### config.mk
export PLATFORM = sky130hd
export DESIGN_NAME = tia_line_timing_generator
export DESIGN_NICKNAME = d
export VERILOG_FILES = /design/src/rtl/tia_line_timing_generator.sv
export SDC_FILE = /design/constraint.sdc
export NUM_CORES = 1
export LEC_CHECK = 0
export ABC_CLOCK_PERIOD_IN_PS = 2500
export CAP_MARGIN = 20
export CORE_MARGIN = 4
export CORE_UTILIZATION = 53
export DETAILED_ROUTE_END_ITERATION = 6
export GPL_TIMING_DRIVEN = 0
export PLACE_DENSITY_LB_ADDON = 0.15
export SLEW_MARGIN = 20
export SYNTH_ARGS = -nofsm -noshare
export SYNTH_HDL_FRONTEND = slang
export SYNTH_SLANG_ARGS = --single-unit
### constraint.sdc
create_clock -name clk -period 2.5 [get_ports clk]
set_clock_uncertainty 0.05 [all_clocks]
set_input_delay 0.5 -clock clk [delete_from_list [all_inputs] [get_ports clk]]
set_output_delay 0.5 -clock clk [all_outputs]
set_load 0.02 [all_outputs]
### src/rtl/tia_line_timing_generator.sv
// TIA horizontal line timing: position counter, blank/sync decode, HMOVE
// blank extension and motion pulse train, WSYNC/RSYNC CPU ready handling.
module tia_line_timing_generator #(
  parameter int LINE_CLOCKS    = 228,
  parameter int HBLANK_CLOCKS  = 68,
  parameter int HSYNC_START    = 16,
  parameter int HSYNC_WIDTH    = 16,
  parameter int HMOVE_EXTEND   = 8,
  parameter int MOTION_PULSES  = 15,
  parameter int MOTION_SPACING = 4,
  parameter int COUNTER_WIDTH  = 8
) (
  input  logic                     clk,
  input  logic                     reset_bar,
  input  logic                     wsyn,
  input  logic                     rsyn,
  input  logic                     hmove,
  input  logic                     vsyn,
  input  logic                     vblk,
  input  logic                     d1,
  output logic [COUNTER_WIDTH-1:0] hcount,
  output logic                     line_start,
  output logic                     blank,
  output logic                     syn,
  output logic                     rdy,
  output logic                     motck
);

  typedef logic [COUNTER_WIDTH-1:0] cnt_t;

  localparam int PW = (MOTION_PULSES < 1) ? 1 : $clog2(MOTION_PULSES + 1);
  localparam int SW = (MOTION_SPACING > 1) ? $clog2(MOTION_SPACING) : 1;

  localparam cnt_t LAST   = cnt_t'(LINE_CLOCKS - 1);
  localparam cnt_t HB     = cnt_t'(HBLANK_CLOCKS);
  localparam cnt_t HB_EXT = cnt_t'(HBLANK_CLOCKS + HMOVE_EXTEND);
  localparam cnt_t HS_LO  = cnt_t'(HSYNC_START);
  localparam cnt_t HS_HI  = cnt_t'(HSYNC_START + HSYNC_WIDTH);

  localparam logic [PW-1:0] NP    = PW'(MOTION_PULSES);
  localparam logic [SW-1:0] SLAST = SW'(MOTION_SPACING - 1);
  localparam logic [SW-1:0] SFST  = (MOTION_SPACING > 1) ? SW'(1) : SW'(0);

  if (HSYNC_START + HSYNC_WIDTH > HBLANK_CLOCKS) begin : g_chk_sync
    $fatal(1, "HSYNC window must end inside horizontal blank");
  end
  if (HBLANK_CLOCKS + HMOVE_EXTEND >= LINE_CLOCKS) begin : g_chk_ext
    $fatal(1, "extended blank must be shorter than the line");
  end
  if (MOTION_PULSES * MOTION_SPACING >= LINE_CLOCKS) begin : g_chk_train
    $fatal(1, "motion train must fit inside one line");
  end
  if (MOTION_SPACING < 1) begin : g_chk_spc
    $fatal(1, "MOTION_SPACING must be at least 1");
  end
  if ((2 ** COUNTER_WIDTH) < LINE_CLOCKS) begin : g_chk_cw
    $fatal(1, "COUNTER_WIDTH too narrow for LINE_CLOCKS");
  end

  cnt_t          hcount_q, hcount_d;
  logic          vsyn_l_q, vsyn_l_d, vblk_l_q, vblk_l_d;
  logic          hm_cur_q, hm_cur_d, hm_next_q, hm_next_d;
  logic          rdy_q, rdy_d, motck_q, motck_d;
  logic [PW-1:0] pulses_q, pulses_d;
  logic [SW-1:0] spacing_q, spacing_d;
  logic          boundary;

  always_comb begin
    boundary  = rsyn | (hcount_q == LAST);
    hcount_d  = boundary ? '0 : hcount_q + cnt_t'(1);
    vsyn_l_d  = vsyn ? d1 : vsyn_l_q;
    vblk_l_d  = vblk ? d1 : vblk_l_q;
    rdy_d     = boundary ? 1'b1 : (wsyn ? 1'b0 : rdy_q);
    hm_cur_d  = hm_cur_q;
    hm_next_d = hm_next_q;
    // An HMOVE landing on the boundary cycle extends the line being started.
    if (boundary) begin
      hm_cur_d  = hm_next_q | hmove;
      hm_next_d = 1'b0;
    end else if (hmove) begin
      if (hcount_q < HB) hm_cur_d  = 1'b1;
      else               hm_next_d = 1'b1;
    end
    pulses_d  = pulses_q;
    spacing_d = spacing_q;
    motck_d   = 1'b0;
    // The hmove edge itself emits pulse one, so the train resumes at slot 1.
    if (hmove) begin
      motck_d   = 1'b1;
      pulses_d  = NP - PW'(1);
      spacing_d = SFST;
    end else if (pulses_q != '0) begin
      motck_d   = (spacing_q == '0);
      if (spacing_q == '0) pulses_d = pulses_q - PW'(1);
      spacing_d = (spacing_q == SLAST) ? '0 : spacing_q + SW'(1);
    end
  end

  always_ff @(posedge clk or negedge reset_bar) begin
    if (!reset_bar) begin
      hcount_q  <= '0;
      vsyn_l_q  <= 1'b0;
      vblk_l_q  <= 1'b0;
      hm_cur_q  <= 1'b0;
      hm_next_q <= 1'b0;
      rdy_q     <= 1'b1;
      motck_q   <= 1'b0;
      pulses_q  <= '0;
      spacing_q <= '0;
    end else begin
      hcount_q  <= hcount_d;
      vsyn_l_q  <= vsyn_l_d;
      vblk_l_q  <= vblk_l_d;
      hm_cur_q  <= hm_cur_d;
      hm_next_q <= hm_next_d;
      rdy_q     <= rdy_d;
      motck_q   <= motck_d;
      pulses_q  <= pulses_d;
      spacing_q <= spacing_d;
    end
  end

  assign hcount     = hcount_q;
  assign line_start = (hcount_q == '0);
  assign blank      = (hcount_q < HB) | (hm_cur_q & (hcount_q < HB_EXT)) | vblk_l_q;
  assign syn        = ((hcount_q >= HS_LO) && (hcount_q < HS_HI)) ^ vsyn_l_q;
  assign rdy        = rdy_q;
  assign motck      = motck_q;

endmodule

==> results of run 1 <==
-- metrics by stage --
step / worst slack [ps] / power [mW]
finish: 114.8 / 0.7037
detailed placement: 242.5 / 0.5198
global placement: 358.9 / 0.5065
floorplan: 695.5 / 0.4540
global route: 15.75 / 0.7393
CTS: 3.431 / 0.7065
-- repair_timing --
action | in CTS | in global routing
hold buffers | 0 | 0
setup endpoints to repair | 2 | 3
gates resized for setup | 2 | 4
-- tightest hold or removal path, cell delays in order (launching register included) --
cell     delay [ps]
dfrtp_1         360
a21oi_1          40
nor2_1           80
-- layout make-up --
cell class | count | area share (%)
buffer | 2 | 1.426
clock buffer | 4 | 2.757
inverter | 10 | 2.852
multi-input combinational | 69 | 36.79
sequential | 20 | 38.21
tap | 25 | 2.376
timing repair buffer | 20 | 15.59
-- cells by family after synthesis --
family                     share of synthesized area, %
and+or+nand+nor                                   19.53
AOI/OAI and AO/OA                                 10.38
xor gates and xnor gates                          5.129
muxes                                             3.174
adders and majority gates                         7.326
buffers and inverters                             5.495
DFF                                               48.96
-- sequential cells by signal (all words and copies together) (netlist names) --
register / count
hcount: 8
motck: 1
rdy: 1
spacing_q: 2
hm_next_q: 1
vblk_l_q: 1
hm_cur_q: 1
pulses_q: 4
vsyn_l_q: 1
-- report_power, final --
part	switching (mW)	total (mW)	leakage (nW)	internal, mW
Combinational	0.0768	0.146	0.309	0.0690
Sequential	0.0181	0.366	0.242	0.348
Clock	0.103	0.192	0.0210	0.0890
-- per-layer routing --
metal  vias up  share of wire, %  GRT usage, %
li1        397                 -             -
met1       390                41         22.51
met3         4               5.3         4.585
met2        32                52         31.38
met4         0               1.5         10.92
met5         -                 0             0
-- layout by cell type, fill, tap and decap left out, types with 2 or more instances in the layout --
master,n
nor3b_1,3
ha_1,6
dfrtp_1,18
clkbuf_4,3
mux2_2,2
clkdlybuf4s50_1,18
inv_1,10
or3_1,4
a21oi_1,8
nor3_1,2
nand2_1,8
dlymetal6s2s_1,2
xnor2_1,3
nor2_1,10
nand3_1,5
nor4b_2,2
xor2_1,3
o21ai_0,3
-- how the worst min path moves through the flow --
| stage | start | end | slack (ps) | cells past startpoint |
|---|---|---|---|---|
| after CTS | hm_next_q | hm_next_q | 470 | 2 |
| after global placement | hm_next_q | hm_next_q | 430 | 2 |
| after floorplan | reset_bar | hcount[0] | 150 | 0 |
| after detailed placement | hm_next_q | hm_next_q | 440 | 2 |
| after global routing | vblk_l_q | vblk_l_q | 510 | 1 |
| final | hm_next_q | hm_next_q | 470 | 2 |
==> key figures, run 1 <==
Logic synthesis
  • Yosys reg bits: 20
  • Commonest cells in the netlist: dfrtp_1 (19), inv_1 (10), nor2_1 (10)
  • Ys flop type: dfrtp_1
  • Most common cell in the synthesized netlist: dfrtp_1
  • Synth Net Count: 115
  • Post-synth EDFFs: 0
  • Post-synthesis cell area: 0.001025 mm²
  • Post-synth top area cell: dfrtp_1
  • Synthesized instance count: 101
  • Synth Warn #: 0
  • Area contributors post-synth: dfrtp_1 (46%), ha_1 (7.3%), a21oi_1 (3.9%)
  • Synth unique cells: 28
  • Synth top area share: 46.40%
  • Syn Area/Cell: 10.15 µm²
  • Async set-or-reset flop fraction in the synthesized netlist: 100.0%
  • Seq/Total Area, Yosys: 48.96%

Clock network
  • Clock Path Buffers: 2
  • H-tree levels: 1
  • Num CTS Buffers: 3
  • Skew-Pair Late Insertion Delay: 310 ps
  • CTS tree: done
  • Num Clock Sinks: 20
  • Setup Buffers After CTS: 0
  • Clock transition at the registers of the reported paths: 110 ps
  • Clock root cell: clkbuf_4

Critical path
  • Setup crit start: hcount[5]
  • Kind of critical path: reg2out
  • RR Endpoint: pulses_q[3]
  • Crit path required time: 1950 ps
  • Critical path depth: 4
  • CP endpoint: blank
  • R2R setup slack: 760 ps
  • Setup crit end kind: output port
  • CP bufs+invs: 1
  • Critical Path Max Stage Delay: 600 ps
  • CP top delay family: buffers and inverters
  • CP max stage cell: clkdlybuf4s50_1
  • WP data arrival: 1840 ps
  • Crit path cell chain: nor3_4 -> a21oi_1 -> nand2_1 -> clkdlybuf4s50_1
  • Max FO, Critical Path: 8
  • R2r startpoint: pulses_q[0]
  • Reg2Reg Depth: 6
  • CP startpoint kind: flip-flop

Pwr
  • PD cells: 534.6 mW/mm²
  • VDD IR max: 0.4382 mV
  • LEAKAGE: 0.5720 nW

Finish
  • Multi-input logic area: 484.2 µm²
  • Register area: 503.0 µm²
  • Layout fillers: 130
  • Final Cell Area: 0.001316 mm²
  • Final Instance Count excl. Fillers: 150
  • Nets@finish: 140
  • ANT cells: 0
  • Share of cells above drive strength 1: 12.80%
  • Synth-to-layout area growth: 28.45%
  • Final Util: 73.82%

Place
  • Placed cell count: 146
  • Cell Area, Placed: 0.001256 mm²
  • Placer congestion estimate: 0.8268
  • Detailed Place HPWL: 1617 µm
  • IO Port Bufs: 20

Detailed routing
  • Drt total wl: 2207 µm
  • Via/cell ratio: 5.487
  • Vias: 823
  • Initial DRC count: 16
  • Antenna-violating nets left: 0
  • Drt wl/cell: 14.71 µm
  • DRC: 0
  • DR pass1 iterations: 4

Floorplan
  • Starting Density: 57.47%
  • Die height: 51.97 µm
  • Die ar.: 0.002701 mm²
  • Die span in x: 51.97 µm
  • Row cnt: 15
  • Core Area: 0.001783 mm²
  • I/O pin count: 21

STA
  • Period Utilization, post-route: 95.41%
  • Final slew viol count: 0
  • Worst-Margin Slew: 893.7 ps
  • Fmax: 419.3 MHz
  • Setup TNS: 0 ps
  • Final Hold Fails: 0
  • Final setup fails: 0
  • Tmin final: 2385 ps
  • Rel. slew slack: 40.23%
  • WHS: 467.5 ps
  • RSZ-0062 raised after global routing: false

GRT
  • GR Util All Layers: 19.09%
  • Number of global-route vias before repair: 870
  • Overflow after GRT: 0
  • Largest net degree at the start of global routing: 21
  • First-pass GRT wire length: 3705 µm
  • Initial antenna violation count: 0

Run
  • Max-Cap Viols: 0

Hold path
  • Hold crit path type: reg2reg

Run status
  • Status: finished clean
No activity file was read; power rests on OpenSTA's default activity.
==> run 2: changes to the inputs <==
- GPL_TIMING_DRIVEN: 0 -> not set
==> key figures, run 2 (synthesized netlist as in run 1, its figures left out) <==
Place
  • Placer congestion estimate: 0.8166
  • IO Port Bufs: 20
  • Detailed Place HPWL: 1499 µm
  • Placed cell count: 145
  • Cell Area, Placed: 0.001245 mm²

Hold path
  • Hold Path Depth: 2
  • Hold crit path type: reg2reg
  • HP Start: hm_next_q

Clock network
  • Clock transition at the registers of the reported paths: 100 ps
  • Setup Buffers After CTS: 0
  • Num Clock Sinks: 20
  • Clock root cell: clkbuf_4
  • Skew-Pair Late Insertion Delay: 290 ps
  • CTS tree: done
  • Clock Path Buffers: 2
  • H-tree levels: 1
  • Num CTS Buffers: 3

Run
  • Max-Cap Viols: 0

Pwr
  • VDD IR max: 0.3790 mV
  • Clock network power share: 23.2%
  • Int Pwr: 476.7 µW
  • PD cells: 512.1 mW/mm²
  • Comb power frac: 20.7%
  • LEAKAGE: 0.5479 nW
  • Seq pwr share: 56.1%
  • Switch share: 27.56%
  • Switch Pwr: 181.4 µW

Finish
  • Share of cells above drive strength 1: 10.48%
  • Final Cell Area: 0.001285 mm²
  • Register area: 501.7 µm²
  • Max FFs per register: 8
  • Nets@finish: 139
  • Final Util: 72.07%
  • Final Instance Count excl. Fillers: 149
  • Synth-to-layout area growth: 25.40%
  • Layout fillers: 145
  • Multi-input logic area: 478.0 µm²
  • Commonest cells after routing, fill and taps aside: dfrtp_1 (19), clkdlybuf4s50_1 (19), inv_1 (10), nor2_1 (10)
  • ANT cells: 0

Run status
  • Status: finished clean

STA
  • Worst-Margin Slew: 365.7 ps
  • Period Utilization, post-route: 95.03%
  • Setup TNS: 0 ps
  • Rel. slew slack: 75.57%
  • Final setup fails: 0
  • RSZ-0062 raised after global routing: false
  • Final Hold Fails: 0
  • WHS: 463.0 ps
  • Tmin final: 2376 ps
  • Fmax: 420.9 MHz
  • Final slew viol count: 0

Detailed routing
  • DRC: 0
  • Via/cell ratio: 5.268
  • Drt wl/cell: 13.34 µm
  • DR pass1 iterations: 4
  • Antenna-violating nets left: 0
  • Drt total wl: 1988 µm
  • Initial DRC count: 12
  • Vias: 785

Floorplan
  • Die ar.: 0.002701 mm²
  • Starting Density: 57.47%
  • Die height: 51.97 µm
  • I/O pin count: 21
  • Die span in x: 51.97 µm
  • Core Area: 0.001783 mm²
  • Row cnt: 15

Critical path
  • CP startpoint kind: flip-flop
  • Kind of critical path: reg2out
  • Max FO, Critical Path: 6
  • Setup crit start: hcount[4]
  • WP data arrival: 1830 ps
  • Crit path required time: 1950 ps
  • Reg2Reg Depth: 6
  • R2r startpoint: pulses_q[0]
  • Setup crit end kind: output port

GRT
  • Overflow after GRT: 0
  • Initial antenna violation count: 0
  • Number of global-route vias before repair: 794
  • Largest net degree at the start of global routing: 21
  • GR Util All Layers: 17.29%
  • First-pass GRT wire length: 3415 µm
-- run 2: critical path: stages (launching register included) --
cell and delay (ps):
dfrtp_1 470, nor3_2 250, and4b_1 220, clkdlybuf4s50_1 600
-- run 2: per-layer routing --
metal	GRT usage, %	wire length [µm]	vias up
li1	-	-	394
met1	21.15	872	370
met2	29.29	1002	19
met3	4.011	97	2
met4	6.550	14	0
met5	0	0	-
-- run 2: path summary, 6_finish.rpt --
check	to	slack (ps)
worst min register to register	hm_next_q	460
min in group asynchronous	spacing_q[0]	480
worst max register to register	pulses_q[3]	800
worst min-delay path	hm_next_q	460
worst max-delay path	line_start	120
max in group asynchronous	rdy	1650
-- run 2: power groups by stage --
stage          Sequential (mW)  Clock (mW)  Combinational [mW]
2_1_floorplan            0.377           0              0.0767
3_3_place_gp             0.373           0               0.132
3_5_place_dp             0.376           0               0.138
4_1_cts                  0.369       0.161               0.138
5_1_grt                  0.374       0.175               0.153
6_report                 0.369       0.153               0.136
-- run 2: repair_timing --
| item | in CTS | in global routing |
|---|---|---|
| hold endpoints to repair | 0 | 0 |
| hold buffers | 0 | 0 |
| gates resized for setup | 1 | 2 |
| endpoints found under the setup margin | 1 | 3 |
-- run 2: area by class of cell --
type | count | share of cell area (%)
flip-flops and latches | 20 | 39.05
multi-input cells | 69 | 37.20
repair buffers | 21 | 16.36
inverters | 10 | 2.921
well taps | 25 | 2.434
clock buffers | 4 | 2.045
-- run 2: per-stage QoR --
step	total power [mW]	setup WS (ps)
2_1_floorplan	0.4540	695.5
3_3_place_gp	0.5050	377.3
3_5_place_dp	0.5131	320.2
4_1_cts	0.6684	37.15
5_1_grt	0.7018	38.39
6_report	0.6581	124.3
==> patch: new RTL, config.mk and constraints of run 1 <==
The parameter `COUNTER_WIDTH` goes from 8 to 9.
--- a/src/rtl/tia_line_timing_generator.sv
+++ b/src/rtl/tia_line_timing_generator.sv
@@ -9,5 +9,5 @@
   parameter int MOTION_PULSES  = 15,
   parameter int MOTION_SPACING = 4,
-  parameter int COUNTER_WIDTH  = 8
+  parameter int COUNTER_WIDTH  = 9
 ) (
   input  logic                     clk,
Interface: changed (resized hcount); port bits go from 21 to 22. No check against the original RTL was run, so the function may have changed too.
==> patch against run 1 <==
- design area increased by 4.8%
- total power decreased by 2.3%
- synthesized cell count increased by 7.9%
- worst setup slack improved by 74 ps
- combinational power decreased by 4%
- synthesized area increased by 8.9%
- clock power decreased by 14%
- routed wire length decreased by 6.4%
- hold slack got worse by 49 ps
- largest cell class unchanged
- sequential cell count increased by 1
- largest power group unchanged
==> patch: results <==
[outcome]
outcome = "complete, no violations"

[detailed_routing]
routed_wl_um = 2070
wl_met1_um = 1000
met3_length_um = 100
drt_iter0_drc = 15
wl_per_cell_um = 12.9

[timing]
max-slew-margin-rel = 0.393

[synth]
ys_types = 35
synth.area.top_cells = "dfrtp_1 (45%), ha_1 (6.7%), xnor2_1 (3.9%)"
ys_top_cells_by_count = "dfrtp_1 (20), inv_1 (11), nor2_1 (10), nand2_1 (8), ha_1 (6)"
synth-seq-area-share = 0.472

[placement]
hpwl_um = 1490
post-place-ws_ps = 231
place_inst = 156

[power]
p_leak_nw = 0.602
p_total_mw = 0.687
powerSeq_mw = 0.382
clockPowerShare = 0.242

[worst_setup_path]
worstPathArrival_ps = 1760
cp_slowest_cell = "dfrtp_1"

[global_route]
grt_util_met2 = 0.240
grt.total_usage = 0.168
grt_util_met3 = 0.0305
grt_util_met1 = 0.231
grt_max_degree = 22

[hold_path]
hold_path.class = "in2reg"

[finish]
nNetsFinal = 148
n_fill_cell = 142
patch: final timing paths:
check / slack (ps) / startpoint / to
min in group asynchronous: 640 / reset_bar / spacing_q[0]
max in group asynchronous: 1210 / reset_bar / hcount[1]
max: 190 / hcount[3] / blank
min: 420 / hmove / spacing_q[1]
max reg2reg: 600 / pulses_q[0] / pulses_q[3]
min reg2reg: 480 / vblk_l_q / vblk_l_q
patch: final cells by class:
| type | count | area [um^2] | share of cell area |
|---|---|---|---|
| clock buffers | 4 | 26.3 | 0.0191 |
| plain buffers | 5 | 40.0 | 0.0290 |
| inverters | 11 | 41.3 | 0.0299 |
| multi-input cells | 72 | 514 | 0.373 |
| flip-flops and latches | 21 | 527 | 0.382 |
| repair buffers | 20 | 196 | 0.142 |
| well taps | 27 | 33.8 | 0.0245 |
patch: worst reg2reg max path: cells and delay by family, from the launching register on:
kind,cells,cell delay [ps]
and+or+nand+nor,3,720
DFF,1,390
AOI/OAI and AO/OA,1,330
adders and majority gates,1,180
buffers and inverters,1,110
patch: logic make-up (layout without fill, tap and decap cells):
group / after synthesis / after routing / synth area share
xor gates and xnor gates: 8 / 8 / 0.0628
DFF: 21 / 21 / 0.472
and+or+nand+nor: 39 / 39 / 0.186
muxes: 3 / 3 / 0.0291
AOI/OAI and AO/OA: 16 / 16 / 0.110
adders and majority gates: 6 / 6 / 0.0673
buffers and inverters: 16 / 40 / 0.0729
patch: through the flow:
step | utilization | instance area [um^2]
2_1_floorplan | - | 1120
3_3_place_gp | 0.681 | 1350
3_5_place_dp | 0.681 | 1350
4_1_cts | 0.696 | 1380
5_1_grt | 0.696 | 1380
6_report | 0.696 | 1380
patch: what timing repair did:
action,CTS,global route
hold endpoints to repair,0,0
setup endpoints to repair,3,0
resized for setup,4,0
